--- config.mk ---
export PLATFORM = sky130hd
export DESIGN_NAME = load_store_unit
export DESIGN_NICKNAME = d
export VERILOG_FILES = /design/src/rtl/lsu_pkg.sv /design/src/rtl/lsu_extend.sv /design/src/rtl/load_store_unit.sv
export SDC_FILE = /design/constraint.sdc
export NUM_CORES = 1
export LEC_CHECK = 0
export CORE_ASPECT_RATIO = 1.1
export CORE_MARGIN = 2
export CORE_UTILIZATION = 34
export CTS_BUF_LIST = sky130_fd_sc_hd__clkbuf_16
export DETAILED_ROUTE_END_ITERATION = 10
export GPL_TIMING_DRIVEN = 0
export HOLD_SLACK_MARGIN = 0.05
export PLACE_DENSITY = 0.64
export SKIP_CTS_REPAIR_TIMING = 1
export SYNTH_ARGS = -nofsm -noshare
export SYNTH_HDL_FRONTEND = slang
export SYNTH_SLANG_ARGS = --single-unit
--- constraint.sdc ---
create_clock -name CLK -period 14.29 [get_ports CLK]
set_clock_uncertainty 0.15 [all_clocks]
set_input_delay 2.858 -clock CLK [delete_from_list [all_inputs] [get_ports CLK]]
set_output_delay 2.858 -clock CLK [all_outputs]
set_load 0.01 [all_outputs]
--- src/rtl/lsu_pkg.sv ---
// Shared definitions for the byte-serial load/store unit: access size
// encodings, FSM state type and a size-to-byte-count helper.
package lsu_pkg;

   localparam logic [1:0] SZ_BYTE = 2'b00;
   localparam logic [1:0] SZ_HALF = 2'b01;
   localparam logic [1:0] SZ_WORD = 2'b10;
   localparam logic [1:0] SZ_RSVD = 2'b11;

   typedef enum logic [1:0] {
      IDLE = 2'b00,
      XFER = 2'b01,
      RESP = 2'b10
   } lsu_state_t;

   // Reserved size maps to 0 bytes; such requests never reach XFER.
   function automatic logic [2:0] size_nbytes(input logic [1:0] sz);
      logic [2:0] n;
      n = 3'd0;
      case (sz)
         SZ_BYTE: n = 3'd1;
         SZ_HALF: n = 3'd2;
         SZ_WORD: n = 3'd4;
         default: n = 3'd0;
      endcase
      return n;
   endfunction

endpackage

--- src/rtl/lsu_extend.sv ---
// Load result extension: takes the big-endian byte accumulator and
// sign- or zero-extends the sized value to 32 bits.
// Ports: i_size (access size), i_signed (1 = sign-extend),
//        i_acc (accumulated bytes, LSB-justified), o_result (32-bit value).
module lsu_extend
   import lsu_pkg::*;
(
   input  logic [1:0]  i_size,
   input  logic        i_signed,
   input  logic [31:0] i_acc,
   output logic [31:0] o_result
);

   always_comb begin
      o_result = '0;
      case (i_size)
         SZ_BYTE: o_result = {{24{i_signed & i_acc[7]}}, i_acc[7:0]};
         SZ_HALF: o_result = {{16{i_signed & i_acc[15]}}, i_acc[15:0]};
         SZ_WORD: o_result = i_acc;
         default: o_result = '0;
      endcase
   end

endmodule

--- src/rtl/load_store_unit.sv ---
// Byte-serial load/store unit in front of an 8-bit RAM with combinational
// read. Accesses are big-endian, one byte per cycle, one request in flight.
// Optional macro LSU_ALIGN_CHECK_EN rejects misaligned half/word accesses.
// Ports: CLK, RST (async, active-high); req_* request channel with
//        valid/ready; resp_valid/resp_rdata/resp_err one-cycle response;
//        mem_addr/mem_we/mem_wdata/mem_rdata byte RAM interface.
module load_store_unit
   import lsu_pkg::*;
#(
   parameter int unsigned MEM_BYTES = 256
) (
   input  logic        CLK,
   input  logic        RST,
   input  logic        req_valid,
   output logic        req_ready,
   input  logic        req_rw,
   input  logic [1:0]  req_size,
   input  logic        req_signed,
   input  logic [31:0] req_addr,
   input  logic [31:0] req_wdata,
   output logic        resp_valid,
   output logic [31:0] resp_rdata,
   output logic        resp_err,
   output logic [31:0] mem_addr,
   output logic        mem_we,
   output logic [7:0]  mem_wdata,
   input  logic [7:0]  mem_rdata
);

   lsu_state_t  r_state;
   logic [1:0]  r_idx;
   logic [1:0]  r_last;
   logic        r_rw;
   logic [1:0]  r_size;
   logic        r_signed;
   logic [23:0] r_acc;
   logic [31:0] r_wsh;
   logic [31:0] r_mem_addr;
   logic        r_mem_we;
   logic [7:0]  r_mem_wdata;
   logic        r_resp_valid;
   logic        r_resp_err;
   logic [31:0] r_resp_rdata;

   logic [2:0]  w_nbytes;
   logic [32:0] w_end;
   logic        w_oob;
   logic        w_misalign;
   logic        w_illegal;
   logic [31:0] w_walign;
   logic [31:0] w_acc_next;
   logic [31:0] w_ext;

   assign w_nbytes = size_nbytes(req_size);

   // 33-bit end address so a request near 2^32 cannot wrap into range.
   assign w_end = {1'b0, req_addr} + {30'd0, w_nbytes};
   assign w_oob = w_end > 33'(MEM_BYTES);

`ifdef LSU_ALIGN_CHECK_EN
   assign w_misalign = ((req_size == SZ_HALF) && req_addr[0]) ||
                       ((req_size == SZ_WORD) && (req_addr[1:0] != 2'b00));
`else
   assign w_misalign = 1'b0;
`endif

   assign w_illegal = (req_size == SZ_RSVD) || w_oob || w_misalign;

   // Store data left-justified so the next byte out is always [31:24].
   always_comb begin
      w_walign = '0;
      if (req_rw) begin
         case (req_size)
            SZ_BYTE: w_walign = {req_wdata[7:0], 24'd0};
            SZ_HALF: w_walign = {req_wdata[15:0], 16'd0};
            SZ_WORD: w_walign = req_wdata;
            default: w_walign = '0;
         endcase
      end
   end

   assign w_acc_next = {r_acc, mem_rdata};

   lsu_extend u_extend (
      .i_size   (r_size),
      .i_signed (r_signed),
      .i_acc    (w_acc_next),
      .o_result (w_ext)
   );

   always_ff @(posedge CLK or posedge RST) begin
      if (RST) begin
         r_state      <= IDLE;
         r_idx        <= '0;
         r_last       <= '0;
         r_rw         <= 1'b0;
         r_size       <= SZ_BYTE;
         r_signed     <= 1'b0;
         r_acc        <= '0;
         r_wsh        <= '0;
         r_mem_addr   <= '0;
         r_mem_we     <= 1'b0;
         r_mem_wdata  <= '0;
         r_resp_valid <= 1'b0;
         r_resp_err   <= 1'b0;
         r_resp_rdata <= '0;
      end else begin
         case (r_state)
            IDLE: begin
               r_resp_valid <= 1'b0;
               r_resp_err   <= 1'b0;
               r_resp_rdata <= '0;
               if (req_valid) begin
                  r_rw     <= req_rw;
                  r_size   <= req_size;
                  r_signed <= req_signed;
                  r_acc    <= '0;
                  r_idx    <= '0;
                  r_last   <= 2'(w_nbytes - 3'd1);
                  if (w_illegal) begin
                     r_state      <= RESP;
                     r_resp_valid <= 1'b1;
                     r_resp_err   <= 1'b1;
                  end else begin
                     // Byte 0 presented to the RAM in the first XFER cycle.
                     r_state     <= XFER;
                     r_mem_addr  <= req_addr;
                     r_mem_we    <= req_rw;
                     r_mem_wdata <= w_walign[31:24];
                     r_wsh       <= {w_walign[23:0], 8'd0};
                  end
               end
            end
            XFER: begin
               r_acc <= w_acc_next[23:0];
               if (r_idx == r_last) begin
                  r_state      <= RESP;
                  r_mem_addr   <= '0;
                  r_mem_we     <= 1'b0;
                  r_mem_wdata  <= '0;
                  r_resp_valid <= 1'b1;
                  r_resp_rdata <= r_rw ? 32'd0 : w_ext;
               end else begin
                  r_idx       <= r_idx + 2'd1;
                  r_mem_addr  <= r_mem_addr + 32'd1;
                  r_mem_wdata <= r_wsh[31:24];
                  r_wsh       <= {r_wsh[23:0], 8'd0};
               end
            end
            RESP: begin
               r_state      <= IDLE;
               r_resp_valid <= 1'b0;
               r_resp_err   <= 1'b0;
               r_resp_rdata <= '0;
            end
            default: r_state <= IDLE;
         endcase
      end
   end

   assign req_ready  = (r_state == IDLE);
   assign resp_valid = r_resp_valid;
   assign resp_err   = r_resp_err;
   assign resp_rdata = r_resp_rdata;
   assign mem_addr   = r_mem_addr;
   assign mem_we     = r_mem_we;
   assign mem_wdata  = r_mem_wdata;

endmodule

==> results of run 1 <==
[state kept, by name, indices dropped and copies added (netlist names), 2 cells and up]
register,flops
resp_rdata,32
r_acc,24
mem_wdata,8
mem_addr,32
r_idx,2
r_last,2
r_size,2
r_wsh,24
r_state,2
[path summary, 6_finish.rpt]
path,start,endpoint,depth (start not counted)
min,resp_rdata[24],resp_rdata[24],2
min in group asynchronous,RST,mem_addr[14],2
max,req_size[0],r_wsh[19],18
max reg2reg,r_state[1],r_wsh[19],12
min reg2reg,resp_rdata[24],resp_rdata[24],2
max in group asynchronous,RST,r_last[0],3
[routing by layer]
layer / global-route usage / up-vias / wire (µm)
met5: 0 / - / 0
met4: 0.0556 / 0 / 312
met3: 0.0312 / 27 / 1050
met2: 0.337 / 207 / 11000
met1: 0.277 / 3303 / 10100
li1: - / 3280 / -
[final cells by class]
cell class | count | area (µm²) | share of cell area
Multi-Input combinational cell | 559 | 3630 | 0.368
Clock inverter | 15 | 175 | 0.0178
Timing Repair Buffer | 155 | 1570 | 0.159
Antenna cell | 1 | 2.50 | 0.000254
Sequential cell | 133 | 3330 | 0.337
Buffer | 53 | 245 | 0.0249
Inverter | 31 | 121 | 0.0123
Clock buffer | 17 | 425 | 0.0431
Tap cell | 290 | 363 | 0.0368
[cells in the final DEF, fill, tap and decap left out, types with 23 or more instances in the layout]
cell	count
a22o_1	35
nand3_1	23
nor2_1	43
o21ai_0	82
clkdlybuf4s50_1	154
dfrtp_1	133
a21oi_1	32
inv_1	31
nand2_1	92
clkbuf_1	42
o31ai_1	24
[through the flow]
stage	instances	worst slack (ns)	hold WS, ns	instance area (µm²)	power, mW
floorplan	776	7.71	0.316	7320	0.565
global placement	1220	5.59	0.313	9220	0.675
detailed placement	1221	6.31	0.316	9260	0.681
CTS	1253	6.73	0.329	9860	1.13
global route	1253	6.51	0.350	9860	1.17
finish	1254	6.76	0.322	9860	1.12
[worst min-delay path: cells and delay by family, from the launching register on]
family / cells / cell delay [ns]
DFF: 1 / 0.34
and+or+nand+nor: 1 / 0.05
AOI/OAI and AO/OA: 1 / 0.05
[report_power, final]
group | switching [mW] | internal [mW]
clock | 0.183 | 0.263
combinational | 0.152 | 0.0982
sequential | 0.0199 | 0.402
[cell families after synthesis]
logic type / after synthesis / synth area share
AOI/OAI and AO/OA: 276 / 0.267
xor gates and xnor gates: 14 / 0.0168
adders and majority gates: 8 / 0.0139
buffers and inverters: 84 / 0.0494
DFF: 133 / 0.455
muxes: 31 / 0.0467
and+or+nand+nor: 230 / 0.151
==> qor.yml, run 1 <==
run_status:
  status: "finished, final reports clean"
setup_path:
  crit_buf_inv: 6
  slowest_delay_ns: 0.66
  cp_cell_sequence: "clkdlybuf4s50_1 -> buf_1 -> nor2_1 -> ha_1 -> ha_1 -> a211o_1 -> buf_6 -> a311oi_2 -> a41oi_1 -> nor3_1 -> o2111ai_1 -> or4_4 -> o22a_1 -> buf_6 -> a21o_1 -> buf_6 -> buf_6 -> mux2_4"
  crit_slowest_cell: "buf_1"
  endpoint_kind: "flop"
  cp_common_cell: "buf_6"
  crit_type: "primary input to flop"
  path_delay_family: "buffers and inverters"
  required_ns: 14.44
  critPathLaunchType: "primary input"
  cp_max_fo: 10
  r2r_setup_slack_ns: 11.26
  cp.arrival_ns: 7.68
clock_tree:
  cts_made_buffers: 17
  clk_latency_ns: 0.42
  clockBufferDepth: 2
  htree_levels: 4
  clk_pin_slew_ns: 0.06
  cts_root_buf: "clkbuf_16"
  cts_sinks: 133
  cts_tree: "built"
logic_synthesis:
  synth_cell_types: 71
  ys_seq_area_frac: 0.455
  synth_common_cells: "dfrtp_1 (133), nand2_1 (92), o21ai_0 (82)"
  synth-async-reset-ratio: 1.00
  synth_top_area_frac: 0.455
  syn_inst: 776
  yosys_warnings: 0
  synth.ff_latch_count: 133
  yosys-top-cells-area: "dfrtp_1 (45%), o21ai_0 (5.6%), nand2_1 (4.7%), a22o_1 (4.2%), mux2i_1 (2.5%)"
  syn_nets: 862
  synth.most_common_cell: "dfrtp_1"
  post-synth-top-area-cell: "dfrtp_1"
  avgSynthCellArea_um2: 9.43
  ys.flop_type: "dfrtp_1"
  netlist_area_mm2: 0.00732
  synth_edf_count: 0
sta:
  slew_headroom: 0.386
  fin_setup_tns_ns: 0
  max_freq_mhz: 133
  setup_viol: 0
  finalHoldViolCount: 0
  rsz0062_at_grt: "no"
  period_needed_ns: 7.53
  slew_viol_final: 0
  fin_crit_sh: 0.527
  worst_slew_pin_slew_ns: 0.919
grt:
  grt_pass1_vias: 6642
  antenna_found_initial: 1
  gr-total-overflow: 0
  grt_max_degree: 88
  grt_pass1_wl_um: 36000
  grt_usage: 0.203
route:
  dr_total_vias: 6817
  drc: 0
  drt_iter0_markers: 498
  wire_per_inst_um: 17.9
  ant_nets: 0
  routed_wl_um: 22500
  viasPerCell: 5.44
  dr.pass1.iters: 6
cells_and_area:
  final_util: 0.465
  syn2layout_area_growth_pct: 34.8
  final_layout_size_suffix_gt1_frac: 0.0654
  final_nets: 1036
  fill_cells: 2044
floorplanning:
  io_pins: 155
  design.die.area_mm2: 0.0227
  core-area_mm2: 0.0212
  fp-row-count: 56
  dieHeight_um: 158
  start_util: 0.345
  dieWidth_um: 144
worst_hold_path:
  worstHoldPathType: "flop to flop"
placement:
  place_hpwl_um: 16600
  routabilityCongestion: 0.876
  io_buffers: 154
pwr:
  p_leak_nw: 4.08
  power_density_mw_per_mm2: 113
  ir_worst_vdd_mv: 0.0821
run:
  maxCapViolations: 0
Note: power is estimated with default switching activity, not from simulation.
==> run 2: changes to the inputs <==
--- a/config.mk
+++ b/config.mk
@@ -12,7 +12,7 @@
 export DETAILED_ROUTE_END_ITERATION = 10
 export GPL_TIMING_DRIVEN = 0
 export HOLD_SLACK_MARGIN = 0.05
-export PLACE_DENSITY = 0.64
+export PLACE_DENSITY = 0.66
 export SKIP_CTS_REPAIR_TIMING = 1
 export SYNTH_ARGS = -nofsm -noshare
 export SYNTH_HDL_FRONTEND = slang
==> constraint.sdc (replaced) <==
create_clock -name CLK -period 6.1 [get_ports CLK]
set_clock_uncertainty 0.15 [all_clocks]
set_input_delay 1.22 -clock CLK [delete_from_list [all_inputs] [get_ports CLK]]
set_output_delay 1.22 -clock CLK [all_outputs]
set_load 0.01 [all_outputs]
==> qor.yml, run 2 (synthesis results as in run 1) <==
floorplanning:
  dieWidth_um: 144
  fp-row-count: 56
  io_pins: 155
  design.die.area_mm2: 0.0227
  dieHeight_um: 158
  core-area_mm2: 0.0212
  start_util: 0.345
clock_tree:
  cts_made_buffers: 17
  cts_sinks: 133
  clk_latency_ns: 0.42
  cts_tree: "built"
  clk_pin_slew_ns: 0.06
  htree_levels: 4
  cts_root_buf: "clkbuf_16"
  clockBufferDepth: 2
sta:
  worst_slew_pin_slew_ns: 0.981
  rsz0062_at_grt: "no"
  setup_viol: 0
  finalHoldViolCount: 0
  slew_headroom: 0.345
  max_freq_mhz: 175
  slew_viol_final: 0
  hold_ws_ns: 0.322
  period_needed_ns: 5.72
  fin_crit_sh: 0.938
pwr:
  ir_worst_vdd_mv: 0.198
  power_density_mw_per_mm2: 263
  power_mw: 2.59
  p_leak_nw: 4.06
worst_hold_path:
  hold_start: "resp_rdata[21]"
  worstHoldPathType: "flop to flop"
  holdPathEnd: "resp_rdata[21]"
  min_delay_path_depth: 2
run_status:
  status: "finished, final reports clean"
placement:
  io_buffers: 154
  routabilityCongestion: 0.862
  place_hpwl_um: 16700
cells_and_area:
  num_antenna_cells: 0
  final_nets: 1036
  fill_cells: 2021
  layout_commonest_cell: "clkdlybuf4s50_1"
  syn2layout_area_growth_pct: 34.5
  final_layout_size_suffix_gt1_frac: 0.0644
  layout_common_cells: "clkdlybuf4s50_1 (154), dfrtp_1 (133), nand2_1 (92), o21ai_0 (82), nor2_1 (43)"
route:
  dr_total_vias: 6838
  wire_per_inst_um: 17.8
  routed_wl_um: 22300
  drt_iter0_markers: 543
  ant_nets: 0
  dr.pass1.iters: 5
  drc: 0
  viasPerCell: 5.46
setup_path:
  crit_type: "primary input to flop"
  slowest_delay_ns: 0.59
  path_delay_family: "buffers and inverters"
  cp_common_cell: "buf_6"
  crit_slowest_cell: "or4_4"
  crit_buf_inv: 6
  required_ns: 6.25
  cp_cell_sequence: "clkdlybuf4s50_1 -> clkbuf_1 -> nor2_1 -> ha_1 -> ha_1 -> a211o_1 -> buf_6 -> a311oi_2 -> a41oi_1 -> nor3_1 -> o2111ai_1 -> or4_4 -> o22a_1 -> buf_6 -> a21o_1 -> buf_6 -> buf_2 -> a32o_1"
  r2r_setup_slack_ns: 3.06
  cp_max_fo: 10
  rr_endpoint: "r_wsh[8]"
  cp.arrival_ns: 5.87
  r2r_start: "r_state[1]"
  ff2ff_path_depth: 12
  critPathLaunchType: "primary input"
  endpoint_kind: "flop"
grt:
  grt_max_degree: 73
  antenna_found_initial: 0
  grt_usage: 0.200
  grt_pass1_vias: 6675
  gr-total-overflow: 0
  grt_pass1_wl_um: 35400
run:
  maxCapViolations: 0
==> run 2: power by group <==
part,switching (mW),internal (mW)
clock,0.407,0.605
combinational,0.357,0.230
sequential,0.0453,0.943
==> run 2: per-stage QoR <==
stage / TNS, ns / utilization / cell area, µm² / cells / setup slack [ns]
floorplan: 0 / - / 7320 / 776 / 1.16
global placement: -126.79 / 0.434 / 9220 / 1220 / -0.883
detailed placement: -11.47 / 0.436 / 9260 / 1221 / -0.314
CTS: 0 / 0.464 / 9840 / 1253 / 0.113
global route: 0 / 0.464 / 9840 / 1253 / 0.0587
finish: 0 / 0.464 / 9840 / 1253 / 0.377
==> run 2: worst reg2reg max path, cell delays in order, from the launching register on <==
cell and delay, ns:
dfrtp_1 0.39, inv_1 0.08, ha_1 0.13, clkbuf_1 0.37, inv_1 0.18, o21a_1 0.22
or3_1 0.33, o22a_1 0.19, buf_6 0.14, a21o_1 0.16, buf_6 0.14, buf_2 0.22
a32o_1 0.24
==> run 2: worst max path at each step <==
stage,depth (start not counted),startpoint,endpoint
after CTS,18,req_size[0],r_wsh[8]
after floorplan,15,req_size[0],r_wsh[16]
final,18,req_size[1],r_wsh[8]
after global routing,17,req_size[1],r_wsh[8]
after detailed placement,18,req_size[0],r_wsh[8]
after global placement,2,RST,resp_rdata[1]
==> run 2: final cells by class <==
| cell class | instances | area, µm² | share of cell area |
|---|---|---|---|
| Timing Repair Buffer | 155 | 1570 | 0.159 |
| Clock inverter | 15 | 156 | 0.0159 |
| Multi-Input combinational cell | 559 | 3630 | 0.369 |
| Sequential cell | 133 | 3330 | 0.338 |
| Clock buffer | 17 | 425 | 0.0432 |
| Inverter | 31 | 121 | 0.0123 |
| Buffer | 53 | 246 | 0.0250 |
| Tap cell | 290 | 363 | 0.0369 |
==> run 2: layer usage <==
| layer | vias up | part of all wire | GRT usage |
|---|---|---|---|
| met5 | - | 0 | 0 |
| met4 | 0 | 0.018 | 0.0663 |
| met1 | 3304 | 0.45 | 0.262 |
| met2 | 229 | 0.48 | 0.331 |
| met3 | 30 | 0.050 | 0.0390 |
| li1 | 3275 | - | - |
